File: src/rtl/tl_get_issuer_if.sv
// Bundles the refill request, TileLink A and D channel signals seen by tl_get_issuer.
// The master modport is the issuer's view; slave is the core/queue/D-monitor side.
interface tl_get_issuer_if #(
    parameter int unsigned ADDR_W = 33
) ();
    logic              req_valid;
    logic              req_ready;
    logic [ADDR_W-1:0] req_address;
    logic [2:0]        req_param;

    logic              a_valid;
    logic              a_ready;
    logic [2:0]        a_opcode;
    logic [2:0]        a_param;
    logic [2:0]        a_source;
    logic [ADDR_W-1:0] a_address;

    logic              d_valid;
    logic [2:0]        d_source;
    logic              d_last;

    modport master (
        input  req_valid, req_address, req_param, a_ready, d_valid, d_source, d_last,
        output req_ready, a_valid, a_opcode, a_param, a_source, a_address
    );

    modport slave (
        output req_valid, req_address, req_param, a_ready, d_valid, d_source, d_last,
        input  req_ready, a_valid, a_opcode, a_param, a_source, a_address
    );
endinterface

File: src/rtl/tl_get_issuer.sv
// Issues line-aligned TileLink Get requests, owning an 8-entry source-ID pool with
// per-source line tracking so a line is never fetched twice concurrently.
module tl_get_issuer #(
    parameter int unsigned ADDR_W   = 33,
    parameter int unsigned LINE_OFF = 6
) (
    input  logic                   clock,
    input  logic                   reset,
    tl_get_issuer_if.master        bus,
    output logic [7:0]             inflight,
    output logic [3:0]             outstanding,
    output logic                   idle,
    output logic                   err_spurious
);
    localparam int unsigned LineW = ADDR_W - LINE_OFF;
    localparam logic [ADDR_W-1:0] OffMask = ADDR_W'((64'd1 << LINE_OFF) - 64'd1);

    logic              a_valid_q, a_valid_d;
    logic [2:0]        a_param_q, a_param_d;
    logic [2:0]        a_source_q, a_source_d;
    logic [ADDR_W-1:0] a_address_q, a_address_d;
    logic [7:0]        inflight_q, inflight_d;
    logic [3:0]        outstanding_q, outstanding_d;
    logic              err_q, err_d;
    logic [LineW-1:0]  line_q [8];

    logic [LineW-1:0]  req_line;
    logic [ADDR_W-1:0] aligned_addr;
    logic              conflict;
    logic [2:0]        alloc_idx;
    logic              can_load;
    logic              has_free;
    logic              ready;
    logic              accept;
    logic              d_end;
    logic              retire;

    assign req_line     = bus.req_address[ADDR_W-1:LINE_OFF];
    assign aligned_addr = bus.req_address & ~OffMask;

    // A retiring source still blocks its line this cycle: only the registered vector is used.
    always_comb begin
        conflict = 1'b0;
        for (int k = 0; k < 8; k++) begin
            if (inflight_q[k] && (line_q[k] == req_line)) begin
                conflict = 1'b1;
            end
        end
    end

    always_comb begin
        alloc_idx = 3'd0;
        for (int k = 7; k >= 0; k--) begin
            if (!inflight_q[k]) begin
                alloc_idx = 3'(k);
            end
        end
    end

    assign can_load = !a_valid_q || bus.a_ready;
    assign has_free = ~&inflight_q;
    assign ready    = can_load && has_free && !conflict;
    assign accept   = bus.req_valid && ready;
    assign d_end    = bus.d_valid && bus.d_last;
    assign retire   = d_end && inflight_q[bus.d_source];

    always_comb begin
        inflight_d    = inflight_q;
        outstanding_d = outstanding_q;
        err_d         = err_q;
        a_valid_d     = a_valid_q;
        a_param_d     = a_param_q;
        a_source_d    = a_source_q;
        a_address_d   = a_address_q;

        if (retire) begin
            inflight_d[bus.d_source] = 1'b0;
        end
        if (d_end && !inflight_q[bus.d_source]) begin
            err_d = 1'b1;
        end
        // alloc_idx is free in the pre-edge vector, so it never collides with the retiring bit.
        if (accept) begin
            inflight_d[alloc_idx] = 1'b1;
        end

        if (accept && !retire) begin
            outstanding_d = outstanding_q + 4'd1;
        end else if (!accept && retire) begin
            outstanding_d = outstanding_q - 4'd1;
        end

        if (accept) begin
            a_valid_d   = 1'b1;
            a_param_d   = bus.req_param;
            a_source_d  = alloc_idx;
            a_address_d = aligned_addr;
        end else if (a_valid_q && bus.a_ready) begin
            a_valid_d = 1'b0;
        end
    end

    always_ff @(posedge clock) begin
        if (reset) begin
            a_valid_q     <= 1'b0;
            a_param_q     <= 3'd0;
            a_source_q    <= 3'd0;
            a_address_q   <= '0;
            inflight_q    <= 8'd0;
            outstanding_q <= 4'd0;
            err_q         <= 1'b0;
        end else begin
            a_valid_q     <= a_valid_d;
            a_param_q     <= a_param_d;
            a_source_q    <= a_source_d;
            a_address_q   <= a_address_d;
            inflight_q    <= inflight_d;
            outstanding_q <= outstanding_d;
            err_q         <= err_d;
        end
    end

    // Line tags are only meaningful while the matching inflight bit is set, so no reset.
    always_ff @(posedge clock) begin
        if (accept) begin
            line_q[alloc_idx] <= req_line;
        end
    end

    assign bus.req_ready = ready;
    assign bus.a_valid   = a_valid_q;
    assign bus.a_opcode  = 3'd4;
    assign bus.a_param   = a_param_q;
    assign bus.a_source  = a_source_q;
    assign bus.a_address = a_address_q;

    assign inflight     = inflight_q;
    assign outstanding  = outstanding_q;
    assign idle         = (inflight_q == 8'd0) && !a_valid_q;
    assign err_spurious = err_q;
endmodule
File: src/flat_wrapper.sv
// flat-port wrapper written by rule: the top's interface ports become plain ports
module tl_get_issuer_flat 
#(
    parameter int unsigned ADDR_W   = 33,
    parameter int unsigned LINE_OFF = 6
)
  (clock, reset, inflight, outstanding, idle, err_spurious, bus_req_valid, bus_req_address, bus_req_param, bus_a_ready, bus_d_valid, bus_d_source, bus_d_last, bus_req_ready, bus_a_valid, bus_a_opcode, bus_a_param, bus_a_source, bus_a_address);
  tl_get_issuer_if #(.ADDR_W(ADDR_W)) bus_i ();
  input  logic clock;
  input  logic reset;
  output logic [7:0] inflight;
  output logic [3:0] outstanding;
  output logic idle;
  output logic err_spurious;
  input wire logic [$bits(bus_i.req_valid)-1:0] bus_req_valid;
  input wire logic [$bits(bus_i.req_address)-1:0] bus_req_address;
  input wire logic [$bits(bus_i.req_param)-1:0] bus_req_param;
  input wire logic [$bits(bus_i.a_ready)-1:0] bus_a_ready;
  input wire logic [$bits(bus_i.d_valid)-1:0] bus_d_valid;
  input wire logic [$bits(bus_i.d_source)-1:0] bus_d_source;
  input wire logic [$bits(bus_i.d_last)-1:0] bus_d_last;
  output wire logic [$bits(bus_i.req_ready)-1:0] bus_req_ready;
  output wire logic [$bits(bus_i.a_valid)-1:0] bus_a_valid;
  output wire logic [$bits(bus_i.a_opcode)-1:0] bus_a_opcode;
  output wire logic [$bits(bus_i.a_param)-1:0] bus_a_param;
  output wire logic [$bits(bus_i.a_source)-1:0] bus_a_source;
  output wire logic [$bits(bus_i.a_address)-1:0] bus_a_address;
  assign bus_i.req_valid = bus_req_valid;
  assign bus_i.req_address = bus_req_address;
  assign bus_i.req_param = bus_req_param;
  assign bus_i.a_ready = bus_a_ready;
  assign bus_i.d_valid = bus_d_valid;
  assign bus_i.d_source = bus_d_source;
  assign bus_i.d_last = bus_d_last;
  assign bus_req_ready = bus_i.req_ready;
  assign bus_a_valid = bus_i.a_valid;
  assign bus_a_opcode = bus_i.a_opcode;
  assign bus_a_param = bus_i.a_param;
  assign bus_a_source = bus_i.a_source;
  assign bus_a_address = bus_i.a_address;
  tl_get_issuer #(.ADDR_W(ADDR_W), .LINE_OFF(LINE_OFF)) u_core (.clock(clock), .reset(reset), .bus(bus_i), .inflight(inflight), .outstanding(outstanding), .idle(idle), .err_spurious(err_spurious));
endmodule
File: config.mk
export PLATFORM = sky130hd
export DESIGN_NAME = tl_get_issuer_flat
export DESIGN_NICKNAME = d
export VERILOG_FILES = /design/src/rtl/tl_get_issuer_if.sv /design/src/rtl/tl_get_issuer.sv /design/src/flat_wrapper.sv
export SDC_FILE = /design/constraint.sdc
export NUM_CORES = 1
export LEC_CHECK = 0
export ABC_CLOCK_PERIOD_IN_PS = 11700
export CAP_MARGIN = 10
export CELL_PAD_IN_SITES_DETAIL_PLACEMENT = 0
export CELL_PAD_IN_SITES_GLOBAL_PLACEMENT = 1
export CORE_ASPECT_RATIO = 0.6
export CORE_MARGIN = 2
export CORE_UTILIZATION = 40
export DETAILED_ROUTE_END_ITERATION = 12
export PLACE_DENSITY_LB_ADDON = 0.1
export SETUP_SLACK_MARGIN = 0.5
export SYNTH_ARGS = -nofsm -noshare
export SYNTH_HDL_FRONTEND = slang
export SYNTH_SLANG_ARGS = --single-unit
export TNS_END_PERCENT = 20
File: constraint.sdc
create_clock -name clock -period 11.7 [get_ports clock]
set_clock_uncertainty 0.15 [all_clocks]
set_input_delay 1.755 -clock clock [delete_from_list [all_inputs] [get_ports clock]]
set_output_delay 1.755 -clock clock [all_outputs]
set_load 0.005 [all_outputs]
# --- After elaboration in Yosys (flattened, before gate mapping) ---
# Memories as Yosys holds them, arrays and structs flattened.
# Index checks and enable logic that the tools add are counted.
op_classes:
  addsub: 2
  n_lt_le_gt_ge: 4
  n_eq_ne: 8
  mux: 30
  bitwise: 3
  n_reduce_logical: 31
op_table:
  columns: ["cell", "n"]
  rows:
  - ["equality test 27 bit", 8]
  - ["2-to-1 mux 3 bit", 8]
  - ["logical AND 1 bit", 20]
  - ["2-to-1 mux 8 bit", 2]
  - ["2-to-1 mux 1 bit", 15]
  - ["bitwise AND 8 bit", 1]
  - ["logical NOT 8 bit", 1]
  - ["less-than comparator 3 x 4 -> 1 bit (second input constant)", 2]
  - ["2-to-1 mux 4 bit", 2]
  - ["inverter 8 bit", 1]
  - ["OR 8 bit", 1]
  - ["AND reduction 8 bit", 1]
  - ["demux 1 bit (select 3 bit)", 2]
  - ["greater-or-equal comparator 3 x 1 -> 1 bit (second input constant)", 2]
  - ["logical NOT 1 bit", 6]
  - ["adder 4 x 1 -> 4 bit (second input constant)", 1]
  - ["nonzero test 2 bit", 2]
  - ["subtractor 4 x 1 -> 4 bit (second input constant)", 1]
  - ["binary-select mux 1 bit (select 3 bit)", 1]
  - ["logical OR 1 bit", 1]
word_totals:
  ff_bits: 47
  ram_bits: 216
  in_bits: 45
  output_inout_bits: 58
  wordCells: 86
  memories: 1
mem_list:
  columns: ["memory", "depth", "width", "rd", "rd_ports_with_merged_regs", "wr", "line_no", "source"]
  rows:
  - ["u_core.line_q", 8, 27, 8, 0, 1, "tl_get_issuer.sv:25", "logic [LineW-1:0] line_q [8];"]

# --- Depth between registers and ports, before layout ---
# Gate-level depths: netlist of run 1.
# An unclocked memory read counts as a cell.
depth:
  ltp_word: 18
  depth_mapped: 17
  ltp_nobuf: 15

# --- Least setup slack after synthesis of run 1 ---
# No wires, ideal clock.
synth_path:
  path_type: "in2reg"
  startpoint: "input port bus_req_address[25]"
  endpoint: "memory u_core.line_q[0][0] in the netlist's numbering, enable pin"
  setup_time_ns: 0.445
  t_arrival_ns: 4.718
  t_required_ns: 11.105
  slack_ns: 6.387
  cell_stages: 9
  n_path_buf: 2
  cell_sequence: "buf_4 xnor2_1 nand4_1 nor4_1 a22oi_1 and3_1 buf_2 nand2_8 nor3_1"
synth_between:
  elab_chain_cells: 15
  word_cells_on_any_way: 29
  classes_between: "8 x eq/ne; 10 x mux; 11 x reduce/logical"
synth_lines:
  columns: ["item", "line_no", "source"]
  rows:
  - ["start, declared", "flat_wrapper.sv:16", "input wire logic [$bits(bus_i.req_address)-1:0] bus_req_address;"]
  - ["equality test 27 bit", "tl_get_issuer.sv:45", "if (inflight_q[k] && (line_q[k] == req_line)) begin"]
  - ["logical AND 1 bit", "tl_get_issuer.sv:45", null]
  - ["2-to-1 mux 1 bit (7 in series)", "tl_get_issuer.sv:45", null]
  - ["2-to-1 mux 1 bit *", "tl_get_issuer.sv:45", null]
  - ["logical NOT 1 bit *", "tl_get_issuer.sv:62", "assign ready = can_load && has_free && !conflict;"]
  - ["logical AND 1 bit *", "tl_get_issuer.sv:62", null]
  - ["logical AND 1 bit *", "tl_get_issuer.sv:63", "assign accept = bus.req_valid && ready;"]
  - ["2-to-1 mux 1 bit *", "tl_get_issuer.sv:125", "if (accept) begin"]
  - ["2-to-1 mux 1 bit (not written as such) *", "tl_get_issuer.sv:126", "line_q[alloc_idx] <= req_line;"]
  - ["end, declared", "tl_get_issuer.sv:25", null]
# Every way passes the cells marked *; elsewhere a longest branch is shown, timed or not.

# --- Worst setup path after layout of run 1 ---
layout_path:
  startpoint: "input port bus_req_address[28]"
  endpoint: "output port bus_req_ready"
layout_between:
  elab_chain_cells: 12
  word_cells_on_any_way: 26
  classes_between: "8 x eq/ne; 8 x mux; 10 x reduce/logical"
layout_lines:
  columns: ["item", "line_no", "source"]
  rows:
  - ["equality test 27 bit", "tl_get_issuer.sv:45", null]
  - ["logical AND 1 bit", "tl_get_issuer.sv:45", null]
  - ["2-to-1 mux 1 bit (7 in series)", "tl_get_issuer.sv:45", null]
  - ["2-to-1 mux 1 bit *", "tl_get_issuer.sv:45", null]
  - ["logical NOT 1 bit *", "tl_get_issuer.sv:62", null]
  - ["logical AND 1 bit *", "tl_get_issuer.sv:62", null]
  - ["end, declared", "flat_wrapper.sv:22", "output wire logic [$bits(bus_i.req_ready)-1:0] bus_req_ready;"]
# Marked as above.

==> results.txt, run 1 <==
----------------------------------------------------
[Global routing]
  Number of global-route vias before repair ... approximately 6700
  Overflow after GRT ... 0
  First-pass GRT wire length ... 43100 um
  Pin count of the biggest net entering global routing ... 45
  GRT Resource Usage Total ... 0.196
  Number of antenna violations at the first check in global routing ... 0

[Floorplan]
  Die Width ... around 220 um
  Initial core utilization ... 0.409
  Top-Level Pins ... about 100
  Std cell rows ... 47
  Placeable core region ... 27800 um^2
  Floorplan die area ... a little under 30000 um^2
  Vertical die dimension ... 135 um

[Route]
  Iter 0 DRT Violations ... 555
  Routed wire length ... between 20000 and 30000 um
  Total via count in the routed design ... a little under 7000
  Via density ... about 5.2
  Post-DRT Antenna Nets ... 0
  Routed wirelength normalized by instance count ... ~22 um
  Drc violations ... 4
  Length of the first detailed-routing pass in iterations ... 8

[Finish]
  Share of cells above drive strength 1 ... 0.0884
  Nets ... 968
  Synthesis-to-layout area growth ... 18.4%
  Diodes inserted ... 0
  Most common library cell in the layout ignoring fill and taps ... sky130_fd_sc_hd__edfxtp_1
  Filler cells ... approximately 2400
  Final Core Density ... 0.485
  Leading cell types in the layout, fill and taps excluded ... 216 x sky130_fd_sc_hd__edfxtp_1, 185 x sky130_fd_sc_hd__xnor2_1, 87 x sky130_fd_sc_hd__clkdlybuf4s50_1

[Synthesis]
  Cells after synthesis ... approximately 820
  Post-synthesis cell area ... 11400 um^2
  Flip-flop cell with the highest count after synthesis ... sky130_fd_sc_hd__edfxtp_1
  Synthesized flop and latch total ... between 200 and 300
  Unique masters post-synth ... 46
  Number of warning messages in the yosys log ... 0
  Number of synthesized flops with an enable pin ... 216
  Post-synthesis async set-or-reset flop share ... 0
  Sequential cell area fraction in the yosys report ... 0.654
  Mean cell area of the mapped netlist ... roughly 14 um^2

[Critical path]
  Cells along the critical path ... clkdlybuf4s50_1 -> buf_4 -> xnor2_1 -> nand4_1 -> nor4_1 -> a22oi_1 -> nand3_1 -> buf_4 -> nor2_1 -> clkdlybuf4s50_1
  Cell type of the slowest stage on the worst timing path ... sky130_fd_sc_hd__nor4_1
  Top cell family by delay on the critical path ... buffers and inverters
  Type of the setup path with the least slack ... input port to output pin
  Required time reported for the critical path endpoint ... 9.80 ns
  Endpoint kind of the worst setup timing path ... output pin
  Worst-path fanout max ... 32
  Data arrival time at the worst-slack endpoint ... between 4 and 5 ns
  Buffers plus inverters on the worst setup path ... 4
  Peak per-stage delay on the critical path ... 0.65 ns
  Kind of launch point of the worst setup path ... input port

[Timing]
  Final Cycle Share ... 0.567
  Hold Vio Cnt, Final ... 0
  Final number of max-transition violations ... 0
  Setup TNS Final ... 0 ns
  Worst hold slack ... 0.300 ns
  Final number of setup-violating endpoints ... 0
  Setup ws final ... 5.07 ns
  Worst-Margin Slew ... roughly 1.1 ns
  Clock period minus final worst setup slack ... about 6.6 ns
  Maximum clock rate ... around 150 MHz
  Relative slew margins ... 0.233
  Unrepaired setup endpoints after global routing ... false

[Run status]
  Outcome ... complete, but fails checks
  Failing checks ... DRC

[Power]
  Power per standard cell area ... around 150 nW/um^2
  VDD IR-drop max ... around 0.00009 V
  Static leakage ... roughly 0.0042 uW

[Clock network]
  Cell at the root of the clock tree ... sky130_fd_sc_hd__clkbuf_16
  Count of clock tree sinks ... between 200 and 300
  Post-CTS setup-driven buffer insertion count ... 0
  Clk pin slew, worst setup/hold paths ... approximately 0.06 ns
  Number of buffers added by the clock tree synthesis step ... 26
  TritonCTS clock tree ... yes
  Cts repair resizes ... 0
  Deepest level of the CTS H-tree ... 1
  CTS Buffer Depth ... 3
  Total of hold buffers inserted after clock tree synthesis ... 0
  Source-to-sink clock delay at the later pin of the worst-skew pair ... about 0.55 ns

[Placement]
  Worst slack at placement ... around 5 ns
  IO Port Bufs ... slightly below 90
  Placed wire-length estimate after detailed placement ... approximately 18000 um
  Weighted congestion at the end of routability-driven global placement ... between 0.7 and 0.8

[Job]
  Number of maximum-capacitance violations ... 0

[Hold path]
  Path class of the lowest-slack min-delay path ... flip-flop to flip-flop

----------------------------------------------------
==> final cells by class <==
cell class | count | area [um^2] | area share
timing repair buffer | 126 | 1170 | 0.0870
tap | 367 | 459 | 0.0341
clock buffer | 33 | 698 | 0.0519
clock inverter | 15 | 143 | 0.0106
inverter | 7 | 28.8 | 0.00214
sequential | 263 | 7430 | 0.552
multi-input combinational | 495 | 3530 | 0.262
==> state kept, by name (all words and copies together) (netlist names) <==
register	flops
u_core.bus.a_address	27
u_core.bus.a_param	3
u_core.bus.a_source	3
u_core.bus.a_valid	1
u_core.err_spurious	1
u_core.inflight	8
u_core.line_q	216
u_core.outstanding	4
==> cells by family after synthesis <==
logic type      count (synthesis)  synth area share
compound gates                102            0.0507
xor+xnor                      218             0.168
fa+ha+maj                       4           0.00507
buf+inv                        67            0.0398
flops                         263             0.654
mux                             3           0.00264
other cells                     2          0.000661
simple gates                  159            0.0795
==> through the flow <==
step | instance area, um^2 | instances | total power (uW)
2_1_floorplan | 11400 | 825 | 1180
4_1_cts | 13400 | 1305 | 2100
6_report | 13500 | 1306 | 2080
3_5_place_dp | 12600 | 1257 | 1270
5_1_grt | 13500 | 1306 | 2150
3_3_place_gp | 12600 | 1257 | 1260
==> metal layers <==
| layer | global-route usage | up-vias | wire, um |
|---|---|---|---|
| li1 | - | 3175 | - |
| met1 | 0.303 | 3496 | 14900 |
| met2 | 0.296 | 151 | 12600 |
| met3 | 0.0285 | 25 | 1210 |
| met4 | 0.0308 | 0 | 298 |
| met5 | 0 | - | 0 |
==> worst paths after layout <==
path	startpoint	to	slack (ns)	cells after the start
setup / recovery	bus_req_address[28]	bus_req_ready	5.07	10
setup reg to reg	u_core.inflight[5]	u_core.outstanding[3]	7.60	14
hold reg to reg	u_core.bus.a_source[0]	u_core.bus.a_source[0]	0.30	2
hold / removal	u_core.bus.a_source[0]	u_core.bus.a_source[0]	0.30	2
==> synth_stat cells, types with 3 or more instances <==
library cell,n,share of area
sky130_fd_sc_hd__ha_1,3,0.0033
sky130_fd_sc_hd__o21ai_1,4,0.0018
sky130_fd_sc_hd__o311ai_0,3,0.0023
sky130_fd_sc_hd__a21oi_1,37,0.016
sky130_fd_sc_hd__buf_2,8,0.0035
sky130_fd_sc_hd__nand4_1,56,0.031
sky130_fd_sc_hd__dfxtp_1,47,0.083
sky130_fd_sc_hd__nand2b_1,3,0.0017
sky130_fd_sc_hd__o21ai_0,42,0.019
sky130_fd_sc_hd__nor4_1,17,0.0094
sky130_fd_sc_hd__inv_1,6,0.0020
sky130_fd_sc_hd__xor2_1,33,0.025
sky130_fd_sc_hd__buf_4,24,0.016
sky130_fd_sc_hd__mux2i_1,3,0.0026
sky130_fd_sc_hd__nor3_1,11,0.0048
sky130_fd_sc_hd__buf_6,13,0.013
sky130_fd_sc_hd__edfxtp_1,216,0.57
sky130_fd_sc_hd__nor2_1,13,0.0043
sky130_fd_sc_hd__clkbuf_1,15,0.0050
sky130_fd_sc_hd__and3_1,5,0.0028
sky130_fd_sc_hd__nand3_1,36,0.016
sky130_fd_sc_hd__nand2_1,10,0.0033
sky130_fd_sc_hd__xnor2_1,185,0.14
==> worst register-to-register path, cell delays in order (launching register included) <==
cell	delay (ns)
sky130_fd_sc_hd__dfxtp_1	0.66
sky130_fd_sc_hd__nand4_1	0.28
sky130_fd_sc_hd__nor4_1	0.40
sky130_fd_sc_hd__nand4_1	0.33
sky130_fd_sc_hd__and4_4	0.44
sky130_fd_sc_hd__nand2_8	0.18
sky130_fd_sc_hd__inv_4	0.09
sky130_fd_sc_hd__ha_1	0.24
sky130_fd_sc_hd__inv_1	0.12
sky130_fd_sc_hd__ha_1	0.24
sky130_fd_sc_hd__a21o_1	0.17
sky130_fd_sc_hd__a21oi_1	0.19
sky130_fd_sc_hd__xnor2_1	0.10
sky130_fd_sc_hd__or3_1	0.31
sky130_fd_sc_hd__a21oi_1	0.14
==> where the power goes <==
group / switching (uW) / internal, uW / leakage (uW)
combinational: 107 / 83.5 / 0.00147
clock: 345 / 486 / 0.000411
sequential: 14.6 / 1040 / 0.00235
Note: power is estimated with default switching activity, not from simulation.
==> inputs of run 2 (changes only) <==
--- a/config.mk
+++ b/config.mk
@@ -5,7 +5,7 @@
 export SDC_FILE = /design/constraint.sdc
 export NUM_CORES = 1
 export LEC_CHECK = 0
-export ABC_CLOCK_PERIOD_IN_PS = 11700
+export ABC_CLOCK_PERIOD_IN_PS = 6000
 export CAP_MARGIN = 10
 export CELL_PAD_IN_SITES_DETAIL_PLACEMENT = 0
 export CELL_PAD_IN_SITES_GLOBAL_PLACEMENT = 1
==> constraint.sdc (replaced) <==
create_clock -name clock -period 6 [get_ports clock]
set_clock_uncertainty 0.15 [all_clocks]
set_input_delay 0.9 -clock clock [delete_from_list [all_inputs] [get_ports clock]]
set_output_delay 0.9 -clock clock [all_outputs]
set_load 0.005 [all_outputs]
==> results.txt, run 2 (synthesized netlist as in run 1, its figures left out) <==
----------------------------------------------------
[Critical path]
  Type of the setup path with the least slack ... input port to output pin
  Top cell family by delay on the critical path ... buffers and inverters
  Peak per-stage delay on the critical path ... 0.84 ns (+0.19 ns)
  Data arrival time at the worst-slack endpoint ... 4.02 ns (-0.71 ns)
  Cell type of the slowest stage on the worst timing path ... sky130_fd_sc_hd__clkdlybuf4s50_1
  Buffers plus inverters on the worst setup path ... 3 (-1)
  Launch instance of the worst register-to-register path ... u_core.line_q[5][23]
  Worst reg-to-reg path cell count ... 16 (+2)
  Worst-path fanout max ... 11 (-66%)
  Most frequent cell on the critical path ... sky130_fd_sc_hd__clkdlybuf4s50_1
  Capturing point of the worst reg2reg path ... u_core.outstanding[3]
  Cells along the critical path ... clkdlybuf4s50_1 -> buf_4 -> xnor2_1 -> nand4_1 -> nor4_1 -> a21oi_1 -> nand3_1 -> nor2_1 -> clkdlybuf4s50_1
  Required time reported for the critical path endpoint ... 4.95 ns (-4.85 ns)
  Reg2Reg Setup Slack ... 2.11 ns (-5.49 ns)
  Kind of launch point of the worst setup path ... input port
  Endpoint kind of the worst setup timing path ... output pin

[Hold path]
  Path class of the lowest-slack min-delay path ... flip-flop to flip-flop
  Hold EP ... u_core.bus.a_source[0]
  Worst Min Path Start ... u_core.bus.a_source[0]
  Hold depth ... 2 (unchanged)

[Timing]
  Final number of max-transition violations ... 0 (unchanged)
  Final Cycle Share ... 0.845
  Worst-Margin Slew ... 0.897 ns (-0.250 ns)
  Hold Vio Cnt, Final ... 0 (unchanged)
  Maximum clock rate ... 197 MHz
  Relative slew margins ... 0.400 (+0.167)
  Worst hold slack ... 0.302 ns (+0.00208 ns)
  Unrepaired setup endpoints after global routing ... false
  Setup TNS Final ... 0 ns (unchanged)
  Final number of setup-violating endpoints ... 0 (unchanged)
  Clock period minus final worst setup slack ... approximately 5.1 ns

[Route]
  Length of the first detailed-routing pass in iterations ... 9 (+1)
  Drc violations ... 4 (unchanged)
  Total via count in the routed design ... 7061 (+3.1%)
  Iter 0 DRT Violations ... 636 (+15%)
  Routed wirelength normalized by instance count ... 23.1 um (+3.9%)
  Via density ... 5.31 (+1.3%)
  Post-DRT Antenna Nets ... 0 (unchanged)
  Routed wire length ... 30700 um (+5.8%)

[Finish]
  Post-route cell area ... 13600 um^2 (+0.98%)
  Leading cell types in the layout, fill and taps excluded ... 216 x sky130_fd_sc_hd__edfxtp_1, 185 x sky130_fd_sc_hd__xnor2_1, 87 x sky130_fd_sc_hd__clkdlybuf4s50_1
  Most common library cell in the layout ignoring fill and taps ... sky130_fd_sc_hd__edfxtp_1
  Max reg flops ... 216 (unchanged)
  Nets ... 993 (+2.6%)
  Synthesis-to-layout area growth ... 19.6%
  Filler cells ... 2435 (+0.41%)
  Diodes inserted ... 0 (unchanged)
  Register with the most flip-flops ... u_core.line_q
  Share of cells above drive strength 1 ... 0.110 (+0.0218)

[Floorplan]
  Die Width ... 222 um (unchanged)
  Std cell rows ... 47 (unchanged)
  Placeable core region ... 27800 um^2 (unchanged)
  Top-Level Pins ... 103 (unchanged)
  Vertical die dimension ... 135 um (unchanged)
  Floorplan die area ... 29800 um^2 (unchanged)
  Initial core utilization ... 0.409 (unchanged)

[Global routing]
  Number of global-route vias before repair ... 7045 (+4.9%)
  GRT Resource Usage Total ... 0.207 (+0.0114)
  Overflow after GRT ... 0 (unchanged)
  Pin count of the biggest net entering global routing ... 45 (unchanged)
  Number of antenna violations at the first check in global routing ... 0 (unchanged)
  First-pass GRT wire length ... 45700 um (+6.1%)

[Placement]
  Instance area at placement ... 12800 um^2 (+1.7%)
  IO Port Bufs ... 87 (unchanged)
  Placed wire-length estimate after detailed placement ... 21400 um (+16%)
  Weighted congestion at the end of routability-driven global placement ... 0.843 (+7.5%)

[Clock network]
  Clk pin slew, worst setup/hold paths ... 0.07 ns (about the same)
  Total of hold buffers inserted after clock tree synthesis ... 0 (unchanged)
  Post-CTS setup-driven buffer insertion count ... 0 (unchanged)
  Deepest level of the CTS H-tree ... 1 (unchanged)
  TritonCTS clock tree ... yes
  Cts repair resizes ... 0 (unchanged)
  Cell at the root of the clock tree ... sky130_fd_sc_hd__clkbuf_16
  CTS Buffer Depth ... 3 (unchanged)
  Number of buffers added by the clock tree synthesis step ... 25 (-3.8%)
  Count of clock tree sinks ... 263 (unchanged)
  Source-to-sink clock delay at the later pin of the worst-skew pair ... 0.53 ns (-0.02 ns)

[Power]
  Power spent charging and discharging nets ... 905 uW (+94%)
  Power per standard cell area ... 291 nW/um^2 (+89%)
  Total internal power ... 3050 uW (+90%)
  Combinational group share of total power ... 0.099 (+0.007)
  Net Sw Frac ... 0.229 (+0.00393)
  VDD IR-drop max ... 0.000185 V (+110%)
  Part of the power in registers ... 0.520 (+0.012)
  Static leakage ... 0.00432 uW (+2.3%)
  Clock share of power ... 0.381 (-0.019)

[Run status]
  Outcome ... complete, but fails checks
  Failing checks ... DRC

[Job]
  Number of maximum-capacitance violations ... 0 (unchanged)

----------------------------------------------------
run 2: routing by layer:
| metal | up-vias | routed length [um] | part of all wire | global-route usage |
|---|---|---|---|---|
| li1 | 3224 | - | - | - |
| met1 | 3605 | 16100 | 0.52 | 0.334 |
| met2 | 208 | 12700 | 0.41 | 0.297 |
| met3 | 24 | 1550 | 0.050 | 0.0313 |
| met4 | 0 | 330 | 0.011 | 0.0312 |
| met5 | - | 0 | 0 | 0 |
run 2: worst max path at each step:
| stage | startpoint | to | slack (ns) | cells after the start |
|---|---|---|---|---|
| floorplan | bus_req_address[25] | u_core.line_q[0][0] | 1.54 | 9 |
| global placement | bus_req_address[7] | u_core.outstanding[3] | 0.76 | 17 |
| detailed placement | bus_req_address[12] | u_core.outstanding[3] | 0.69 | 17 |
| CTS | bus_req_address[12] | bus_req_ready | 0.99 | 9 |
| global route | bus_req_address[12] | bus_req_ready | 0.84 | 9 |
| finish | bus_req_address[12] | bus_req_ready | 0.93 | 9 |
run 2: cell type report:
cell class | count | area (um^2) | area share
inverters | 7 | 28.8 | 0.00212
repair buffers | 152 | 1370 | 0.101
well taps | 367 | 459 | 0.0338
clock inverters | 5 | 25.0 | 0.00184
multi-input cells | 495 | 3530 | 0.260
flip-flops and latches | 263 | 7430 | 0.547
clock buffers | 40 | 747 | 0.0550
run 2: worst register-to-register path, delay by kind of cell, from the launching register on:
kind,cells,cell delay (ns)
adders and majority gates,2,0.44
AOI/OAI and AO/OA,3,0.54
xor gates and xnor gates,2,0.31
DFF,1,0.39
buffers and inverters,3,0.33
and+or+nand+nor,6,1.66
run 2: metrics by stage:
step | total power, uW | std cells | worst slack [ns] | util
2_1_floorplan | 2310 | 825 | 1.54 | -
3_3_place_gp | 2480 | 1284 | 0.762 | 0.462
3_5_place_dp | 2490 | 1284 | 0.690 | 0.462
4_1_cts | 4000 | 1329 | 0.987 | 0.490
5_1_grt | 4110 | 1329 | 0.843 | 0.490
6_report | 3960 | 1329 | 0.929 | 0.490
run 2: power groups by stage:
stage | Combinational, uW | Sequential, uW | Clock [uW]
after floorplan | 218 | 2090 | 0
after global placement | 385 | 2090 | 0
after detailed placement | 391 | 2100 | 0
after CTS | 393 | 2060 | 1550
after global routing | 424 | 2060 | 1620
final | 391 | 2060 | 1510
